`config.mk`:
```
export PLATFORM = sky130hd
export DESIGN_NAME = shifter_rr_arbiter
export DESIGN_NICKNAME = d
export VERILOG_FILES = /design/src/rtl/shifter_rr_arbiter.sv
export SDC_FILE = /design/constraint.sdc
export NUM_CORES = 1
export LEC_CHECK = 0
export BUFFER_PORTS_ARGS = -buffer_cell sky130_fd_sc_hd__buf_2
export CORE_MARGIN = 2
export CORE_UTILIZATION = 39
export DETAILED_ROUTE_END_ITERATION = 6
export PLACE_DENSITY_LB_ADDON = 0.25
export SLEW_MARGIN = 40
export SYNTH_ARGS = -nofsm -noshare
export SYNTH_HDL_FRONTEND = slang
export SYNTH_SLANG_ARGS = --single-unit
```
`constraint.sdc`:
```
create_clock -name clk -period 2.3 [get_ports clk]
set_input_delay 0.575 -clock clk [delete_from_list [all_inputs] [get_ports clk]]
set_output_delay 0.575 -clock clk [all_outputs]
set_load 0.01 [all_outputs]
```
`src/rtl/shifter_rr_arbiter.sv`:
```
`default_nettype none
// ============================================================================
// Module      : shifter_rr_arbiter
// Description : Two-requester round-robin arbiter in front of one shared
//               rotate-left/right barrel shifter. The winning op is rotated
//               and captured in a one-deep output register with its own
//               valid/ready handshake. Full throughput of one op per cycle.
// Revision    : 1.0 - initial release
// ----------------------------------------------------------------------------
// Ports
//   clk          in   1      system clock, rising edge
//   reset        in   1      asynchronous active-high reset
//   req0_valid   in   1      requester 0 has an op
//   req0_data    in   2**N   requester 0 operand
//   req0_amt     in   N      requester 0 rotate amount
//   req0_lr      in   1      requester 0 direction (1 = right, 0 = left)
//   req0_ready   out  1      requester 0 op accepted this cycle
//   req1_*                   same as req0_* for requester 1
//   out_valid    out  1      result register holds a valid result
//   out_data     out  2**N   rotated result
//   out_id       out  1      requester index that produced out_data
//   out_ready    in   1      downstream consumes when out_valid & out_ready
// ============================================================================
module shifter_rr_arbiter #(
    parameter int N = 3
) (
    input  logic                clk,
    input  logic                reset,

    input  logic                req0_valid,
    input  logic [(2**N)-1:0]   req0_data,
    input  logic [N-1:0]        req0_amt,
    input  logic                req0_lr,
    output logic                req0_ready,

    input  logic                req1_valid,
    input  logic [(2**N)-1:0]   req1_data,
    input  logic [N-1:0]        req1_amt,
    input  logic                req1_lr,
    output logic                req1_ready,

    output logic                out_valid,
    output logic [(2**N)-1:0]   out_data,
    output logic                out_id,
    input  logic                out_ready
);

    localparam int c_width = 2**N;

    // Output register occupancy
    typedef enum logic [0:0] {
        EMPTY = 1'b0,
        FULL  = 1'b1
    } state_t;

    state_t               state_q,      state_d;
    logic [c_width-1:0]   data_q,       data_d;
    logic                 id_q,         id_d;
    logic                 last_grant_q, last_grant_d;

    logic                 w_can_accept;
    logic                 w_grant0;
    logic                 w_grant1;
    logic                 w_accept;
    logic [c_width-1:0]   w_sel_data;
    logic [N-1:0]         w_sel_amt;
    logic                 w_sel_lr;
    logic [c_width-1:0]   w_rot;

    // ------------------------------------------------------------------------
    // Rotate via a doubled operand: the wrapped-around bits are already
    // present in the second copy, so a plain shift and a slice give the
    // rotation without any modulo arithmetic.
    // ------------------------------------------------------------------------
    function automatic logic [c_width-1:0] rotate(
        input logic [c_width-1:0] d,
        input logic [N-1:0]       amt,
        input logic               right
    );
        logic [2*c_width-1:0] dd;
        logic [2*c_width-1:0] sh;
        dd = {d, d};
        if (right) begin
            sh     = dd >> amt;
            rotate = sh[c_width-1:0];
        end else begin
            sh     = dd << amt;
            rotate = sh[2*c_width-1:c_width];
        end
    endfunction

    // ------------------------------------------------------------------------
    // Arbitration
    // ------------------------------------------------------------------------
    assign w_can_accept = (state_q == EMPTY) | out_ready;

    // On a tie the requester that did not win last time takes the grant.
    assign w_grant0 = req0_valid & (~req1_valid | last_grant_q);
    assign w_grant1 = req1_valid & (~req0_valid | ~last_grant_q);

    // Readies are forced low while reset is held so no requester believes
    // an op was taken while the state is being cleared.
    assign req0_ready = w_can_accept & w_grant0 & ~reset;
    assign req1_ready = w_can_accept & w_grant1 & ~reset;
    assign w_accept   = req0_ready | req1_ready;

    // Only the granted requester's payload reaches the shifter, so undefined
    // payload on an idle requester never leaks into the result.
    always_comb begin
        w_sel_data = '0;
        w_sel_amt  = '0;
        w_sel_lr   = 1'b0;
        if (w_grant0) begin
            w_sel_data = req0_data;
            w_sel_amt  = req0_amt;
            w_sel_lr   = req0_lr;
        end else if (w_grant1) begin
            w_sel_data = req1_data;
            w_sel_amt  = req1_amt;
            w_sel_lr   = req1_lr;
        end
    end

    assign w_rot = rotate(w_sel_data, w_sel_amt, w_sel_lr);

    // ------------------------------------------------------------------------
    // Output register next state
    // ------------------------------------------------------------------------
    always_comb begin
        state_d      = state_q;
        data_d       = data_q;
        id_d         = id_q;
        last_grant_d = last_grant_q;
        case (state_q)
            EMPTY: begin
                if (w_accept) begin
                    state_d      = FULL;
                    data_d       = w_rot;
                    id_d         = w_grant1;
                    last_grant_d = w_grant1;
                end
            end
            FULL: begin
                if (w_accept) begin
                    // Drain and refill in the same cycle: no bubble.
                    state_d      = FULL;
                    data_d       = w_rot;
                    id_d         = w_grant1;
                    last_grant_d = w_grant1;
                end else if (out_ready) begin
                    // Consumed with nothing to replace it; data is kept.
                    state_d = EMPTY;
                end
            end
            default: begin
                state_d = EMPTY;
            end
        endcase
    end

    always_ff @(posedge clk or posedge reset) begin
        if (reset) begin
            state_q      <= EMPTY;
            data_q       <= '0;
            id_q         <= 1'b0;
            last_grant_q <= 1'b1;
        end else begin
            state_q      <= state_d;
            data_q       <= data_d;
            id_q         <= id_d;
            last_grant_q <= last_grant_d;
        end
    end

    assign out_valid = (state_q == FULL);
    assign out_data  = data_q;
    assign out_id    = id_q;

endmodule
`default_nettype wire

```
=== After elaboration in Yosys (flattened, before gate mapping) ===
Cells that the tools add are included.

* Bitwise gates (word level): 15
* Mux-type cells: 13
* Shift operators: 2

{| class="wikitable"
|+ Operators with widths
! cell !! count
|-
| 2-to-1 mux 8 bit || 4
|-
| left shift 16 x 3 -> 16 bit || 1
|-
| >> shifter 16 x 3 -> 8 bit || 1
|-
| bitwise AND 1 bit || 6
|-
| 2-to-1 mux 1 bit || 6
|-
| 2-to-1 mux 3 bit || 2
|-
| inverter 1 bit || 5
|-
| bitwise OR 1 bit || 4
|-
| case mux 1 bit (2 select lines) || 1
|}

* Register bits: 11
* Bits of input ports: 29
* Logic and storage cells: 34

=== Longest topological paths before layout ===
* Depth in word-level cells: 8
* Mapped depth: 10
* Mapped depth without buffers: 6

=== Worst setup path before layout ===
Ideal clock, no wire load.

* Kind: input to register
* Start point: in req0_valid
* End point: reg data_q[1], in the netlist out_data[1]
* Arrival time: 2098 ps
* Stages on the path: 7
* Required time: 2179 ps
* Library setup time: 121 ps
* Slack: 82 ps
* Path buffers: 1
* Cells stage by stage: buf_4 > a21boi_2 > a32oi_2 > mux2_2 > mux4_1 > o22ai_1 > nor2_1

* Word-level cells in the longest chain between the ends: 8
* Elaborated cells on any way between the ends: 19
* Classes of those cells: shift: 2; mux: 8; bitwise: 9

{| class="wikitable"
|+ RTL lines
! what !! RTL line !! RTL
|-
| start, declared || 30 || <nowiki>input logic req0_valid,</nowiki>
|-
| inverter 1 bit || 99 || <nowiki>assign w_grant1 = req1_valid & (~req0_valid | ~last_grant_q);</nowiki>
|-
| bitwise OR 1 bit || 99 ||
|-
| bitwise AND 1 bit || 99 ||
|-
| 2-to-1 mux 8 bit or 2-to-1 mux 3 bit (tied branches) || 117 || <nowiki>end else if (w_grant1) begin</nowiki>
|-
| 2-to-1 mux 8 bit or 2-to-1 mux 3 bit (tied branches) || 113 || <nowiki>if (w_grant0) begin</nowiki>
|-
| left shift 16 x 3 -> 16 bit or >> shifter 16 x 3 -> 8 bit (tied branches) || 87, 84 ||
|-
| 2-to-1 mux 8 bit || 83 || <nowiki>if (right) begin</nowiki>
|-
| 2-to-1 mux 8 bit || 136, 144 ||
|-
| end signal, assigned || 169 || <nowiki>data_q <= data_d;</nowiki>
|-
| end, declared || 57 || <nowiki>logic [c_width-1:0] data_q, data_d;</nowiki>
|}

Several ways; a longest one is shown, not always the timed one. The select of a mux whose other input is x is not followed.
A chain may end at the register's enable or synchronous reset.

=== Final worst setup path ===
* Start point: reg last_grant_q
* End point: reg data_q[5], in the netlist out_data[5]

* Word-level cells in the longest chain between the ends: 8
* Elaborated cells on any way between the ends: 20
* Classes of those cells: shift: 2; mux: 8; bitwise: 10

{| class="wikitable"
|+ RTL lines
! what !! RTL line !! RTL
|-
| start, declared || 59 || <nowiki>logic last_grant_q, last_grant_d;</nowiki>
|-
| start signal, assigned || 171 || <nowiki>last_grant_q <= last_grant_d;</nowiki>
|-
| inverter 1 bit || 99 ||
|-
| bitwise OR 1 bit || 99 ||
|-
| bitwise AND 1 bit || 99 ||
|-
| 2-to-1 mux 8 bit or 2-to-1 mux 3 bit (tied branches) || 117 ||
|-
| 2-to-1 mux 8 bit or 2-to-1 mux 3 bit (tied branches) || 113 ||
|-
| left shift 16 x 3 -> 16 bit or >> shifter 16 x 3 -> 8 bit (tied branches) || 87, 84 ||
|-
| 2-to-1 mux 8 bit || 83 ||
|-
| 2-to-1 mux 8 bit || 136, 144 ||
|}

Several ways; a longest one is shown, not always the timed one. The select of a mux whose other input is x is not followed.

==> results.toml <==
[timing]
setup_violations = 0
finalCritPeriodShare_pct = 96.4
fin_worst_skew_ns = 0.00636
fmax_mhz = 451
tightest_slew_ns = 0.409
whs_ns = 0.322
hold_viol = 0
period_needed_ns = 2.22
slew_headroom_pct = 72.7
maxSlewViolCount = 0

[placed_design]
numPortBuffers = 40
dpl-instance-area_mm2 = 0.00190
dp_hpwl_um = 3610
gp_congestion = 0.831

[detailed_routing]
drt-initial-drc-count = 78
routed-via-count = 1618
route.detailed.drc = 0
wirelength_um = 4570
avgViaCountPerCell = 5.99
antenna_left = 0
drt-pass1-iter-count = 4
drt-wirelength-per-cell_um = 16.9

[synth]
ys_ff_latch = 11
synth_mux_area_share_pct = 31.3
synth_top_area_share_pct = 24.0
synth_xor_area_share_pct = 0
synth_top_family_by_area = "compound AO/OA/AOI/OAI gates"
ys_seq_area_share_pct = 18.4
syn_inst = 163
synth.avg_cell_area_um2 = 9.20
syn_nets = 192
synth_fa_ha_area_share_pct = 0
yosys.area_share.simple_pct = 9.10
yosysWarnings = 0
syn_area_mm2 = 0.00150
ys_types = 36
synth_top_cell_by_area = "mux2i_1"
synth_compound_area_share_pct = 32.1
synth_top_cells_by_area = "mux2i_1 24%, dfrtp_1 17%, a32o_1 6.7%"

[global_routing]
grt_pass1_vias = 1632
grt_use_total_pct = 21.7
grt-ovfl-total = 0
grt_max_degree = 24
antenna_found_initial = 0
grt_pass1_wl_um = 7340

[cells_and_area]
multi_input_area_mm2 = 0.00110
drive_gt1_share_pct = 38.3
fin_nets = 252
fill_cells = 347
ff_latch_area_um2 = 277
design_area_mm2 = 0.00196
areaGrowthSynthToFinish_pct = 30.9
antenna_cells = 0

[floorplan]
fp.dieH_um = 66.0
rows = 22
die_x_um = 66.0
start_util_pct = 40.6
die_area_mm2 = 0.00436
coreArea_mm2 = 0.00369
ios = 41

[power]
vdd_ir_drop_max_v = 0.000422
p_leak_nw = 0.926
p_per_area_mw_per_mm2 = 641
p_total_mw = 1.26

[outcome]
status = "complete, no violations"

[cts]
h-tree-depth = 1
cts.sinks = 11
clkSlewWorstSetupHoldPaths_ns = 0.05
clk_latency_ns = 0.24
cts_tree = "built"
cts_buffers = 3
cts_root_buf = "clkbuf_8"
cts_hold_buf = 0
cts_buffer_depth = 2

[worst_setup_path]
cp.required_ns = 2.43
critPathKind = "flop to flop"
cp-start-kind = "flop"
worstSetupEndpointType = "flop"
critical_path_arrival_ns = 2.34
cp_max_fo = 10
reg2regPathDepth = 7

[job]
cap_violations = 0

[hold_path]
min_path_type = "primary input to asynchronous set/reset pin"
-- cells in the final DEF (no fill, tap or decap), drive strengths merged --
cell type,n
and2,1
nand2,15
nand3,3
mux2,5
dfstp,1
nor2b,1
mux2i,36
a21oi,7
nand2b,2
a221o,3
a21boi,1
o32ai,4
buf,70
a32o,12
o21ai,1
clkbuf,4
inv,5
a21o,1
a31oi,3
o22ai,12
o211ai,2
dfrtp,10
o21a,1
and3,1
a32oi,10
a211oi,1
o21bai,1
nor2,7
mux4,2
-- synth_stat cells --
library cell	count
nand2_1	15
o32ai_1	4
inv_1	5
o21ai_0	1
mux2_2	3
a211oi_1	1
a32oi_2	2
mux2i_1	36
nand3_1	3
and2_1	1
a31oi_1	3
mux4_1	2
dfstp_2	1
nand2b_1	1
a21boi_2	1
buf_2	1
o21a_1	1
a21o_1	1
a32oi_1	8
a221o_1	3
buf_1	1
o22ai_1	12
o21bai_1	1
dfrtp_1	10
nor2b_1	1
a32o_1	10
a21oi_1	7
mux2_1	2
a32o_2	2
and3_1	1
buf_6	5
nor2_1	7
nand2b_4	1
clkbuf_1	2
buf_4	6
o211ai_1	2
-- kinds of logic (layout without fill, tap and decap cells) --
family / after synthesis / in the layout
muxes: 43 / 43
buffers and inverters: 20 / 79
and+or+nand+nor: 30 / 30
DFF: 11 / 11
AOI/OAI and AO/OA: 59 / 59
-- metrics by stage --
step / utilization [%] / setup WS [ns] / TNS [ns] / std cells
finish: 53.2 / 0.0835 / 0 / 270
global route: 53.2 / -0.0138 / -0.0289 / 270
CTS: 52.8 / 0.0798 / 0 / 270
detailed placement: 51.6 / -0.103 / -0.558 / 266
global placement: 51.6 / -0.0779 / -0.251 / 266
floorplan: - / 0.0817 / 0 / 163
-- final timing paths --
path	startpoint	to	slack (ns)
max in group asynchronous	reset	last_grant_q	1.66
min in group clk	out_valid	out_valid	0.52
hold / removal	reset	out_data[5]	0.32
setup / recovery	last_grant_q	out_data[5]	0.08
hold reg to reg	out_valid	out_valid	0.52
setup reg to reg	last_grant_q	out_data[5]	0.08
-- cell type report --
type                       instances  share of cell area [%]
sequential                        11                    14.1
timing repair buffer              70                    23.6
clock buffer                       4                    2.30
multi-input combinational        132                    56.0
inverter                           5                   0.957
tap                               48                    3.06
-- worst max-delay path, stage by stage, from the launching register on --
cell and delay (ns):
dfstp_2 0.59, a21boi_4 0.11, buf_4 0.15, a32o_2 0.25, mux2_2 0.27, mux4_1 0.51, o22ai_1 0.16, nor2_1 0.06
-- per-layer routing --
| layer | global-route usage, % | vias to the layer above | part of all wire [%] |
|---|---|---|---|
| li1 | - | 781 | - |
| met1 | 29.2 | 754 | 45 |
| met2 | 35.1 | 77 | 46 |
| met3 | 2.21 | 6 | 7.1 |
| met4 | 9.69 | 0 | 1.2 |
| met5 | 0 | - | 0 |
-- sequential cells by signal, indices dropped and copies added, names as in the netlist --
register	cells
out_valid	1
out_data	8
out_id	1
last_grant_q	1
-- power breakdown --
group | switching, mW | total (mW) | internal, mW
clock network | 0.0697 | 0.191 | 0.121
logic | 0.401 | 0.769 | 0.369
registers | 0.0398 | 0.297 | 0.257
-- repair_timing --
item                                   4_1_cts  5_1_grt
resized for setup                            0        3
endpoints found under the hold margin        0        0
setup endpoints to repair                    0        5
buffers inserted                             0        0
Power figures use the tool's default switching activity.
